===== src/rtl/sifs_resp_sched_pkg.sv =====
`default_nettype none
// ============================================================================
// Module      : sifs_resp_sched_pkg
// Description : Shared definitions for the SIFS control-response scheduler.
//               Holds the 802.11 frame-control type/subtype constants, the
//               legacy OFDM rate codes, the FSM state encoding and the
//               rx-rate to response-rate mapping function.
// Revision    : 1.0 - initial release
// ============================================================================
package sifs_resp_sched_pkg;

    // Frame control type / subtype
    localparam logic [1:0] c_FC_TYPE_MGMT   = 2'b00;
    localparam logic [1:0] c_FC_TYPE_CTRL   = 2'b01;
    localparam logic [1:0] c_FC_TYPE_DATA   = 2'b10;
    localparam logic [3:0] c_FC_SUBTYPE_RTS = 4'b1011;

    // Legacy OFDM rate codes (SIGNAL field RATE bits)
    localparam logic [3:0] c_RATE_6M  = 4'b1011;
    localparam logic [3:0] c_RATE_9M  = 4'b1111;
    localparam logic [3:0] c_RATE_12M = 4'b1010;
    localparam logic [3:0] c_RATE_18M = 4'b1110;
    localparam logic [3:0] c_RATE_24M = 4'b1001;
    localparam logic [3:0] c_RATE_36M = 4'b1101;
    localparam logic [3:0] c_RATE_48M = 4'b1000;
    localparam logic [3:0] c_RATE_54M = 4'b1100;

    // FSM state encoding
    typedef enum logic [1:0] {
        ST_IDLE      = 2'd0,
        ST_SIFS_WAIT = 2'd1,
        ST_REQ       = 2'd2
    } state_t;

    // Control responses go out at the highest mandatory rate that does not
    // exceed the rate of the frame being answered.
    function automatic logic [3:0] resp_rate_map(input logic ht, input logic [3:0] code);
        logic [3:0] rate;
        rate = c_RATE_24M;
        if (ht) begin
            case (code)
                4'd0:       rate = c_RATE_6M;
                4'd1, 4'd2: rate = c_RATE_12M;
                default:    rate = c_RATE_24M;
            endcase
        end else begin
            case (code)
                c_RATE_6M,  c_RATE_9M:  rate = c_RATE_6M;
                c_RATE_12M, c_RATE_18M: rate = c_RATE_12M;
                default:                rate = c_RATE_24M;
            endcase
        end
        return rate;
    endfunction

endpackage
`default_nettype wire


===== src/rtl/sifs_resp_sched_n_sym.sv =====
`default_nettype none
// ============================================================================
// Module      : n_sym_len14_pkt
// Description : Number of OFDM data symbols for a 14-byte PSDU (ACK/CTS).
//               Payload bits = 16 service + 14*8 data + 6 tail = 134 bits,
//               divided by data bits per symbol and rounded up.
// Ports       : ht_flag  in  1  rate_mcs is an HT MCS (else legacy rate code)
//               rate_mcs in  4  legacy rate code or HT MCS
//               n_sym    out 4  OFDM symbol count
// Revision    : 1.0 - initial release
// ============================================================================
module n_sym_len14_pkt
    import sifs_resp_sched_pkg::*;
(
    input  logic       ht_flag,
    input  logic [3:0] rate_mcs,
    output logic [3:0] n_sym
);

    always_comb begin
        n_sym = 4'd1;
        if (ht_flag) begin
            // 20 MHz, 1 stream, long GI: 26/52/78/104/156/... bits per symbol
            case (rate_mcs)
                4'd0:       n_sym = 4'd6;
                4'd1:       n_sym = 4'd3;
                4'd2, 4'd3: n_sym = 4'd2;
                default:    n_sym = 4'd1;
            endcase
        end else begin
            case (rate_mcs)
                c_RATE_6M:  n_sym = 4'd6;   // 24 bits/sym
                c_RATE_9M:  n_sym = 4'd4;   // 36
                c_RATE_12M: n_sym = 4'd3;   // 48
                c_RATE_18M: n_sym = 4'd2;   // 72
                c_RATE_24M: n_sym = 4'd2;   // 96
                default:    n_sym = 4'd1;   // 144 and above
            endcase
        end
    end

endmodule
`default_nettype wire


===== src/rtl/sifs_resp_sched.sv =====
`default_nettype none
// ============================================================================
// Module      : sifs_resp_sched
// Description : Control-response scheduler. After a correctly received frame
//               addressed to us, schedules an ACK (data/mgmt) or CTS (RTS)
//               one SIFS later and holds the request (RA/duration/rate) for
//               the tx path until resp_ack, timeout or abort by a new rx
//               packet header. Bypasses CSMA backoff.
// Ports       : clk, rstn (sync, active-low), tsf_pulse_1M (1 us tick)
//               rx side : pkt_header_valid_strobe, signal_rate, FC_type,
//                         FC_subtype, duration, addr1, addr2, fcs_in_strobe,
//                         fcs_valid
//               config  : self_mac_addr, sifs_time, resp_enable, nav_zero
//               tx side : resp_ack in; resp_req, resp_is_cts, resp_ra,
//                         resp_duration, resp_rate, resp_drop out
// Revision    : 1.0 - initial release
// ============================================================================
module sifs_resp_sched
    import sifs_resp_sched_pkg::*;
#(
    parameter int PREAMBLE_SIG_US = 20,
    parameter int OFDM_SYM_US     = 4,
    parameter int LEAD_US         = 0,
    parameter int REQ_TIMEOUT_US  = 16
) (
    input  logic        clk,
    input  logic        rstn,
    input  logic        tsf_pulse_1M,
    input  logic        pkt_header_valid_strobe,
    input  logic [7:0]  signal_rate,
    input  logic [1:0]  FC_type,
    input  logic [3:0]  FC_subtype,
    input  logic [15:0] duration,
    input  logic [47:0] addr1,
    input  logic [47:0] addr2,
    input  logic [47:0] self_mac_addr,
    input  logic        fcs_in_strobe,
    input  logic        fcs_valid,
    input  logic [6:0]  sifs_time,
    input  logic [1:0]  resp_enable,
    input  logic        nav_zero,
    input  logic        resp_ack,
    output logic        resp_req,
    output logic        resp_is_cts,
    output logic [47:0] resp_ra,
    output logic [15:0] resp_duration,
    output logic [3:0]  resp_rate,
    output logic        resp_drop
);

    localparam logic [15:0] c_LEAD    = 16'(LEAD_US);
    localparam logic [15:0] c_TIMEOUT = 16'(REQ_TIMEOUT_US);
    localparam logic [15:0] c_PREAMB  = 16'(PREAMBLE_SIG_US);
    localparam logic [15:0] c_SYM     = 16'(OFDM_SYM_US);

    state_t      r_state, w_state_nxt;
    logic [15:0] r_timer, w_timer_nxt;
    logic        r_req, w_req_nxt;
    logic        r_drop, w_drop_nxt;
    logic        r_is_cts, w_is_cts_nxt;
    logic [47:0] r_ra, w_ra_nxt;
    logic [15:0] r_dur, w_dur_nxt;
    logic [3:0]  r_rate, w_rate_nxt;

    // ------------------------------------------------------------------
    // Response qualification and field computation (rx fields are stable
    // in the fcs_in_strobe cycle)
    // ------------------------------------------------------------------
    logic        w_addr_match;
    logic        w_ack_q;
    logic        w_cts_q;
    logic [3:0]  w_new_rate;
    logic [3:0]  w_n_sym;
    logic [15:0] w_resp_time;
    logic [15:0] w_overhead;
    logic [15:0] w_dur_field;
    logic [15:0] w_new_dur;
    logic [15:0] w_sifs_ext;
    logic [15:0] w_timer_init;
    logic        w_unused_rate_bits;

    assign w_unused_rate_bits = &{1'b0, signal_rate[6:4]};

    assign w_addr_match = (addr1 == self_mac_addr);
    assign w_ack_q = fcs_valid & resp_enable[0] & w_addr_match &
                     ((FC_type == c_FC_TYPE_MGMT) || (FC_type == c_FC_TYPE_DATA));
    assign w_cts_q = fcs_valid & resp_enable[1] & w_addr_match &
                     (FC_type == c_FC_TYPE_CTRL) & (FC_subtype == c_FC_SUBTYPE_RTS) &
                     nav_zero;

    assign w_new_rate = resp_rate_map(signal_rate[7], signal_rate[3:0]);

    // Symbol count of the response itself, i.e. at the rate about to be latched.
    n_sym_len14_pkt u_n_sym (
        .ht_flag  (1'b0),
        .rate_mcs (w_new_rate),
        .n_sym    (w_n_sym)
    );

    assign w_resp_time = c_PREAMB + c_SYM * {12'd0, w_n_sym};
    assign w_sifs_ext  = {9'd0, sifs_time};
    assign w_overhead  = w_sifs_ext + w_resp_time;
    assign w_dur_field = {1'b0, duration[14:0]};

    // Bit 15 set means the field carries an AID/CFP value, not a duration.
    // Otherwise subtract, saturating at zero.
    assign w_new_dur = duration[15]                ? 16'd0 :
                       (w_dur_field > w_overhead)  ? (w_dur_field - w_overhead) : 16'd0;

    assign w_timer_init = (w_sifs_ext > c_LEAD) ? (w_sifs_ext - c_LEAD) : 16'd0;

    // ------------------------------------------------------------------
    // FSM next-state / next-output logic
    // ------------------------------------------------------------------
    always_comb begin
        w_state_nxt  = r_state;
        w_timer_nxt  = r_timer;
        w_req_nxt    = r_req;
        w_drop_nxt   = 1'b0;
        w_is_cts_nxt = r_is_cts;
        w_ra_nxt     = r_ra;
        w_dur_nxt    = r_dur;
        w_rate_nxt   = r_rate;

        case (r_state)
            ST_IDLE: begin
                // A header strobe in the same cycle outranks the FCS result.
                if (!pkt_header_valid_strobe && fcs_in_strobe && (w_ack_q || w_cts_q)) begin
                    w_is_cts_nxt = w_cts_q;
                    w_ra_nxt     = addr2;
                    w_dur_nxt    = w_new_dur;
                    w_rate_nxt   = w_new_rate;
                    w_timer_nxt  = w_timer_init;
                    w_state_nxt  = ST_SIFS_WAIT;
                end
            end

            ST_SIFS_WAIT: begin
                if (pkt_header_valid_strobe) begin
                    w_drop_nxt  = 1'b1;
                    w_timer_nxt = 16'd0;
                    w_state_nxt = ST_IDLE;
                end else if (r_timer == 16'd0) begin
                    w_req_nxt   = 1'b1;
                    w_timer_nxt = c_TIMEOUT;
                    w_state_nxt = ST_REQ;
                end else if (tsf_pulse_1M) begin
                    w_timer_nxt = r_timer - 16'd1;
                end
            end

            ST_REQ: begin
                if (pkt_header_valid_strobe) begin
                    w_req_nxt   = 1'b0;
                    w_drop_nxt  = 1'b1;
                    w_timer_nxt = 16'd0;
                    w_state_nxt = ST_IDLE;
                end else if (resp_ack) begin
                    // Ack beats a coincident timeout.
                    w_req_nxt   = 1'b0;
                    w_timer_nxt = 16'd0;
                    w_state_nxt = ST_IDLE;
                end else if ((r_timer == 16'd0) || (tsf_pulse_1M && (r_timer == 16'd1))) begin
                    w_req_nxt   = 1'b0;
                    w_drop_nxt  = 1'b1;
                    w_timer_nxt = 16'd0;
                    w_state_nxt = ST_IDLE;
                end else if (tsf_pulse_1M) begin
                    w_timer_nxt = r_timer - 16'd1;
                end
            end

            default: begin
                w_req_nxt   = 1'b0;
                w_timer_nxt = 16'd0;
                w_state_nxt = ST_IDLE;
            end
        endcase
    end

    // ------------------------------------------------------------------
    // State and output registers
    // ------------------------------------------------------------------
    always_ff @(posedge clk) begin
        if (!rstn) begin
            r_state  <= ST_IDLE;
            r_timer  <= 16'd0;
            r_req    <= 1'b0;
            r_drop   <= 1'b0;
            r_is_cts <= 1'b0;
            r_ra     <= 48'd0;
            r_dur    <= 16'd0;
            r_rate   <= 4'd0;
        end else begin
            r_state  <= w_state_nxt;
            r_timer  <= w_timer_nxt;
            r_req    <= w_req_nxt;
            r_drop   <= w_drop_nxt;
            r_is_cts <= w_is_cts_nxt;
            r_ra     <= w_ra_nxt;
            r_dur    <= w_dur_nxt;
            r_rate   <= w_rate_nxt;
        end
    end

    assign resp_req      = r_req;
    assign resp_drop     = r_drop;
    assign resp_is_cts   = r_is_cts;
    assign resp_ra       = r_ra;
    assign resp_duration = r_dur;
    assign resp_rate     = r_rate;

endmodule
`default_nettype wire

===== config.mk =====
export PLATFORM = sky130hd
export DESIGN_NAME = sifs_resp_sched
export DESIGN_NICKNAME = d
export VERILOG_FILES = /design/src/rtl/sifs_resp_sched_pkg.sv /design/src/rtl/sifs_resp_sched_n_sym.sv /design/src/rtl/sifs_resp_sched.sv
export SDC_FILE = /design/constraint.sdc
export NUM_CORES = 1
export LEC_CHECK = 0
export BUFFER_PORTS_ARGS = -buffer_cell sky130_fd_sc_hd__buf_2
export CAP_MARGIN = 20
export CORE_UTILIZATION = 49
export CTS_CLUSTER_DIAMETER = 100
export DETAILED_ROUTE_END_ITERATION = 6
export GPL_TIMING_DRIVEN = 0
export PLACE_DENSITY = 0.86
export SLEW_MARGIN = 20
export SYNTH_ARGS = -nofsm -noshare
export SYNTH_HDL_FRONTEND = slang
export SYNTH_SLANG_ARGS = --single-unit

===== constraint.sdc =====
create_clock -name clk -period 6.65 [get_ports clk]
set_clock_uncertainty 0.1 [all_clocks]
set_input_delay 0.3325 -clock clk [delete_from_list [all_inputs] [get_ports clk]]
set_output_delay 0.3325 -clock clk [all_outputs]
set_load 0.02 [all_outputs]

# --- Word level (Yosys, flattened, before mapping) ---
# Index checks and enable logic that the tools add are counted.
classes:
  bitwise: 9
  muxes: 33
  n_eq_ne: 23
  reduce_logical: 18
  add_sub_neg: 4
  order_cmp: 2
op_table:
  columns: ["cell", "n"]
  rows:
  - ["$mux W16", 9]
  - ["$eq A48 B48 Y1", 1]
  - ["$pmux W16 S3", 1]
  - ["$eq A4 B4 Y1 const B", 10]
  - ["$eq A16 B1 Y1 const B", 1]
  - ["$logic_not A16 Y1", 1]
  - ["$sub A15 B8 Y16", 1]
  - ["$sub A16 B1 Y16 const B", 1]
  - ["$gt A15 B8 Y1", 1]
  - ["$mux W2", 6]
  - ["$pmux W3 S4", 1]
  - ["$mux W1", 9]
  - ["$add A7 B7 Y8", 1]
  - ["$and A1 B1 Y1", 8]
  - ["$pmux W2 S2", 2]
  - ["$reduce_or A2 Y1", 4]
  - ["$add A5 B6 Y7 const A", 1]
  - ["$gt A7 B1 Y1 const B", 1]
  - ["$mux W7", 1]
  - ["$ne A2 B2 Y1 const B", 3]
  - ["$pmux W2 S3", 1]
  - ["$eq A2 B1 Y1 const B", 2]
  - ["$eq A2 B2 Y1 const B", 2]
  - ["$eq A4 B1 Y1 const B", 1]
  - ["other kinds (15)", 20]
totals:
  input_bits: 191
  register_bits: 89
  elab_cells: 97
  out_inout_bits: 71

# --- Longest topological paths before layout ---
depth:
  depth_word: 12
  depth_mapped: 19
  mapped_depth_nobuf: 18

# --- Cells and area by module ---
# Synthesis repeated with hierarchy kept, for this count alone.
hier_totals:
  hier_cells: 619
  area_unflattened_um2: 4926.0
modules_own_cells:
  columns: ["mod", "cells_per_inst", "instances", "seq_area_each_um2", "area_each_um2"]
  rows:
  - ["sifs_resp_sched", 603, 1, 1761.7, 4839.6]
  - ["n_sym_len14_pkt", 16, 1, 0.0, 86.3]

# --- Least setup slack after synthesis ---
# OpenSTA, ideal clock, no wires.
synth_path:
  path_kind: "input to register"
  from: "input port signal_rate[3]"
  to: "register r_dur[15], in the netlist resp_duration[15]"
  t_arrival_ns: 3.572
  setup_ns: 0.117
  path_slack_ns: 2.861
  n_path_buf: 1
  path_stages: 19
  required_time_ns: 6.433
  path_cell_list: "nor2b_1 -> a21oi_1 -> nor3b_1 -> a21oi_1 -> ha_1 -> inv_1 -> ha_1 -> inv_1 -> fa_1 -> xor2_1 -> ha_1 -> and3_1 -> a221oi_1 -> o21bai_1 -> a21oi_1 -> o21ai_0 -> nor4b_4 -> buf_6 -> a22o_1"
synth_between:
  elab_chain_len: 12
  word_cells_on_any_way: 26
  cone_classes: "add/sub: 3; order compare: 1; eq/ne: 11; mux: 6; reduce/logical: 5"
synth_rtl:
  columns: ["item", "line", "source"]
  rows:
  - ["start: declaration", "sifs_resp_sched.sv:30", "input logic [7:0] signal_rate,"]
  - ["$eq A4 B4 Y1, or another cell as far along", "sifs_resp_sched_pkg.sv:47", "case (code)"]
  - ["$reduce_or A2 Y1, on equally long branches", "sifs_resp_sched_pkg.sv:47, sifs_resp_sched_pkg.sv:41", null]
  - ["$pmux W2 S2, on equally long branches", "sifs_resp_sched_pkg.sv:47, sifs_resp_sched_pkg.sv:41", null]
  - ["$mux W4 *", "sifs_resp_sched_pkg.sv:40", "if (ht) begin"]
  - ["$eq A4 B4 Y1", "sifs_resp_sched_n_sym.sv:31", "case (rate_mcs)"]
  - ["$reduce_or A2 Y1 (no source line)", null, null]
  - ["$pmux W3 S4 *", "sifs_resp_sched_n_sym.sv:31", null]
  - ["$add A5 B6 Y7 *", "sifs_resp_sched.sv:100", "assign w_resp_time = c_PREAMB + c_SYM * {12'd0, w_n_sym};"]
  - ["$add A7 B7 Y8 *", "sifs_resp_sched.sv:102", "assign w_overhead = w_sifs_ext + w_resp_time;"]
  - ["$sub A15 B8 Y16 or $gt A15 B8 Y1 (tied branches)", "sifs_resp_sched.sv:108", "(w_dur_field > w_overhead) ? (w_dur_field - w_overhead) : 16'd0;"]
  - ["$mux W16 *", "sifs_resp_sched.sv:108", null]
  - ["$mux W16 *", "sifs_resp_sched.sv:107", "assign w_new_dur = duration[15] ? 16'd0 :"]
  - ["end signal: assignment", "sifs_resp_sched.sv:201", "r_dur <= w_dur_nxt;"]
  - ["end: declaration", "sifs_resp_sched.sv:62", "logic [15:0] r_dur, w_dur_nxt;"]
# Mark *: on every way between the ends. The rest lies on a longest branch, timed or not.
# A chain may end at the register's enable or synchronous reset.

# --- Worst setup path in the final report ---
layout_path:
  from: "input port signal_rate[7]"
  to: "register r_dur[5], in the netlist resp_duration[5]"
layout_between:
  elab_chain_len: 9
  word_cells_on_any_way: 14
  cone_classes: "add/sub: 3; order compare: 1; eq/ne: 5; mux: 4; reduce/logical: 1"
layout_rtl:
  columns: ["item", "line"]
  rows:
  - ["$mux W4 *", "sifs_resp_sched_pkg.sv:40"]
  - ["$eq A4 B4 Y1", "sifs_resp_sched_n_sym.sv:31"]
  - ["$reduce_or A2 Y1 (no source line)", null]
  - ["$pmux W3 S4 *", "sifs_resp_sched_n_sym.sv:31"]
  - ["$add A5 B6 Y7 *", "sifs_resp_sched.sv:100"]
  - ["$add A7 B7 Y8 *", "sifs_resp_sched.sv:102"]
  - ["$sub A15 B8 Y16 or $gt A15 B8 Y1 (tied branches)", "sifs_resp_sched.sv:108"]
  - ["$mux W16 *", "sifs_resp_sched.sv:108"]
  - ["$mux W16 *", "sifs_resp_sched.sv:107"]
# Marks and branches as above.

==> flow_summary.json <==
{
  "outcome": "completed",
  "layout_worst_path_cycle_share_pct": 61.83,
  "finalSetupViolations": 0,
  "port_buffers": 256,
  "grt_first_pass_wirelength_um": 22730,
  "slowest_stage": "sky130_fd_sc_hd__a221oi_1",
  "crit_path_buffers_inverters": 4,
  "root_buffer": "sky130_fd_sc_hd__clkbuf_8",
  "grt_antenna_before_repair": 2,
  "dp_hpwl_um": 11980,
  "first_global_vias": 4791,
  "async_reset_ff_share_pct": 0,
  "cts_resized": 0,
  "fmax_ghz": 0.2432,
  "final_antenna_net_count": 0,
  "grt_start_max_net_pins": 17,
  "timing.critical_path.slowest_cell_delay_ns": 0.53,
  "cp_cell_sequence": "buf_2, nor2b_1, a21oi_1, nor3b_1, a21oi_1, ha_1, inv_1, ha_1, inv_1, fa_1, xor2_1, ha_1, and3_1, a221oi_1, o21bai_1, a21oi_1, o21ai_0, nor4b_4, buf_6, a22o_1",
  "cts.path.max_buffers": 2,
  "syn-mean-instance-area_um2": 8.016,
  "placed_area_um2": 6354,
  "worst_slew_pin_slew_ns": 0.6465,
  "fp.dieArea_um2": 10420,
  "critPathArrivalTime_ns": 4.27,
  "total_number_of_nets_in_the_final_design": 1092,
  "synth_top_flop_cell": "sky130_fd_sc_hd__dfxtp_1",
  "design.portCount": 262,
  "postCtsHoldBufs": 0,
  "placement_rows": 36,
  "ir_drop_uv": 122.0,
  "routed_wire_length_per_instance_um": 15.11,
  "layout.filler_cells": 859,
  "finalMaxSlewViolations": 0,
  "static-leakage-power_nw": 3.026,
  "drive_gt1_share_pct": 33.26,
  "cp.required_ns": 6.81,
  "fin_setup_tns_ns": 0,
  "wirelength_um": 15400,
  "yosys.cell_types.count": 59,
  "timing.final.hold_violations": 0,
  "detail_route.vias_per_cell": 5.370,
  "critPathKind": "input pin to flop",
  "layout_min_cycle_time_ns": 4.112,
  "detail_route.first_pass.iterations": 5,
  "cts_h_tree_depth": 3,
  "cts_setup_buffers": 0,
  "drcViolationCount": 0,
  "timing.critical_path.max_delay_family": "compound AO/OA/AOI/OAI gates",
  "gp_congestion": 0.9033,
  "die_h_um": 102.1,
  "fin_area_um2": 6570,
  "initial_utilization_pct": 50.42,
  "cap_violations": 0,
  "synth_cells": 612,
  "clkSlewWorstSetupHoldPaths_ns": 0.10,
  "drtIter0Drc": 382,
  "vias_post_dr": 5472,
  "grt_use_total_pct": 28.28,
  "clock_tree_from_tritoncts": "yes",
  "overflow": 0,
  "cp_startpoint_kind": "input pin",
  "p_per_area_nw_per_um2": 172.3,
  "synth_warnings": 0,
  "core_um2": 9729,
  "synth-edff-count": 0,
  "max_slew_margin_pct": 56.64,
  "synth-seq-cells": 88,
  "synthesized_net_count": 825,
  "worst_setup_path_end_kind": "flop",
  "cts-buffers-inserted": 9,
  "die_width_um": 102.1,
  "critical_path.max_fanout": 10,
  "finalPower_mw": 1.132,
  "final_cell_mix": "264 x sky130_fd_sc_hd__buf_2, 120 x sky130_fd_sc_hd__nand2_1, 88 x sky130_fd_sc_hd__dfxtp_1",
  "synth_area_um2": 4906,
  "clk_latency_ns": 0.37,
  "mostFrequentLayoutCell": "sky130_fd_sc_hd__buf_2",
  "hold_class": "input pin to flop",
  "synth-seq-area-share_pct": 35.91,
  "rsz0062_at_grt": "no",
  "layout-area-overhead-vs-synth_pct": 33.92,
  "cts_num_sinks": 88
}
-- worst reg2reg max path, cell delays in order, from the launching register on --
cell and delay, ns:
sky130_fd_sc_hd__dfxtp_1 0.35, sky130_fd_sc_hd__or4_1 0.59, sky130_fd_sc_hd__and4bb_2 0.41, sky130_fd_sc_hd__a21oi_1 0.16, sky130_fd_sc_hd__o21bai_4 0.26, sky130_fd_sc_hd__buf_6 0.19
sky130_fd_sc_hd__nor2_1 0.05, sky130_fd_sc_hd__o211ai_1 0.16, sky130_fd_sc_hd__o31ai_1 0.10
-- worst paths after layout --
check	startpoint	end	slack, ns	cells past startpoint
worst max-delay path	signal_rate[7]	resp_duration[5]	2.54	20
worst max register to register	r_timer[10]	r_timer[6]	4.16	8
worst min register to register	resp_ra[0]	resp_ra[0]	0.35	2
worst min-delay path	addr2[22]	resp_ra[22]	0.09	3
-- where the power goes --
group | switching [mW] | internal (mW)
clock network | 0.205 | 0.189
registers | 0 | 0.526
logic | 0.114 | 0.0975
-- area by class of cell --
type                    instances  area [µm²]  area share, %
diodes                          2       5.005        0.07618
plain buffers                  27       130.1          1.981
clock buffers                  10       137.6          2.095
clock inverters                 6       73.82          1.124
inverters                      24       90.09          1.371
multi-input cells             473        2924          44.51
flip-flops and latches         88        1762          26.81
well taps                     133       166.4          2.533
repair buffers                256        1281          19.50
-- layer usage --
layer	share of wire [%]	vias to the layer above	track usage [%]
met1	40	2496	33.88
met3	7.5	48	5.677
li1	-	2680	-
met4	3.9	0	14.07
met5	0	-	0
met2	48	248	48.22
-- synthesized netlist by cell type (4+ instances only) --
cell type	number	area, µm²
sky130_fd_sc_hd__a21o_1	4	30.03
sky130_fd_sc_hd__a21oi_1	86	430.4
sky130_fd_sc_hd__a22o_1	16	140.1
sky130_fd_sc_hd__buf_2	8	40.04
sky130_fd_sc_hd__clkbuf_1	16	60.06
sky130_fd_sc_hd__dfxtp_1	88	1762
sky130_fd_sc_hd__ha_1	20	250.2
sky130_fd_sc_hd__inv_1	23	86.33
sky130_fd_sc_hd__nand2_1	120	450.4
sky130_fd_sc_hd__nand3_1	9	45.04
sky130_fd_sc_hd__nand4_1	6	37.54
sky130_fd_sc_hd__nand4b_1	4	35.03
sky130_fd_sc_hd__nor2_1	29	108.9
sky130_fd_sc_hd__nor2b_1	5	31.28
sky130_fd_sc_hd__nor3_1	13	65.06
sky130_fd_sc_hd__nor4_1	23	143.9
sky130_fd_sc_hd__o211ai_1	5	37.54
sky130_fd_sc_hd__o21ai_0	12	60.06
sky130_fd_sc_hd__o32ai_1	5	43.79
sky130_fd_sc_hd__xnor2_1	11	96.34
sky130_fd_sc_hd__xor2_1	52	455.4
-- kinds of logic (layout without fill, tap and decap cells) --
group	count (synthesis)	in the layout	share of synthesized area, %
AND/OR/NAND/NOR	231	231	22.52
AO/OA/AOI/OAI	154	154	19.56
flip-flops	88	88	35.91
XOR/XNOR	63	63	11.25
buffers and inverters	51	323	4.489
adder cells (fa/ha/maj)	22	22	5.917
other	2	4	0.1531
multiplexers	1	1	0.2040
-- per-stage QoR --
stage                     setup slack (ns)  cells  hold slack, ns  utilization [%]
after floorplan                      2.861    612          0.3402                -
after global placement               2.214   1001          0.3346            65.30
after detailed placement             2.207   1001          0.3396            65.30
after CTS                            2.555   1017         0.09826            67.48
after global routing                 2.119   1019         0.09778            67.53
final                                2.538   1019         0.09239            67.53
-- flip-flops by register name, summed over array words and instances (netlist names) --
name	flops
resp_ra	48
r_timer	16
resp_duration	16
resp_rate	3
r_state	2
resp_drop	1
resp_is_cts	1
resp_req	1
Power figures use the tool's default switching activity.
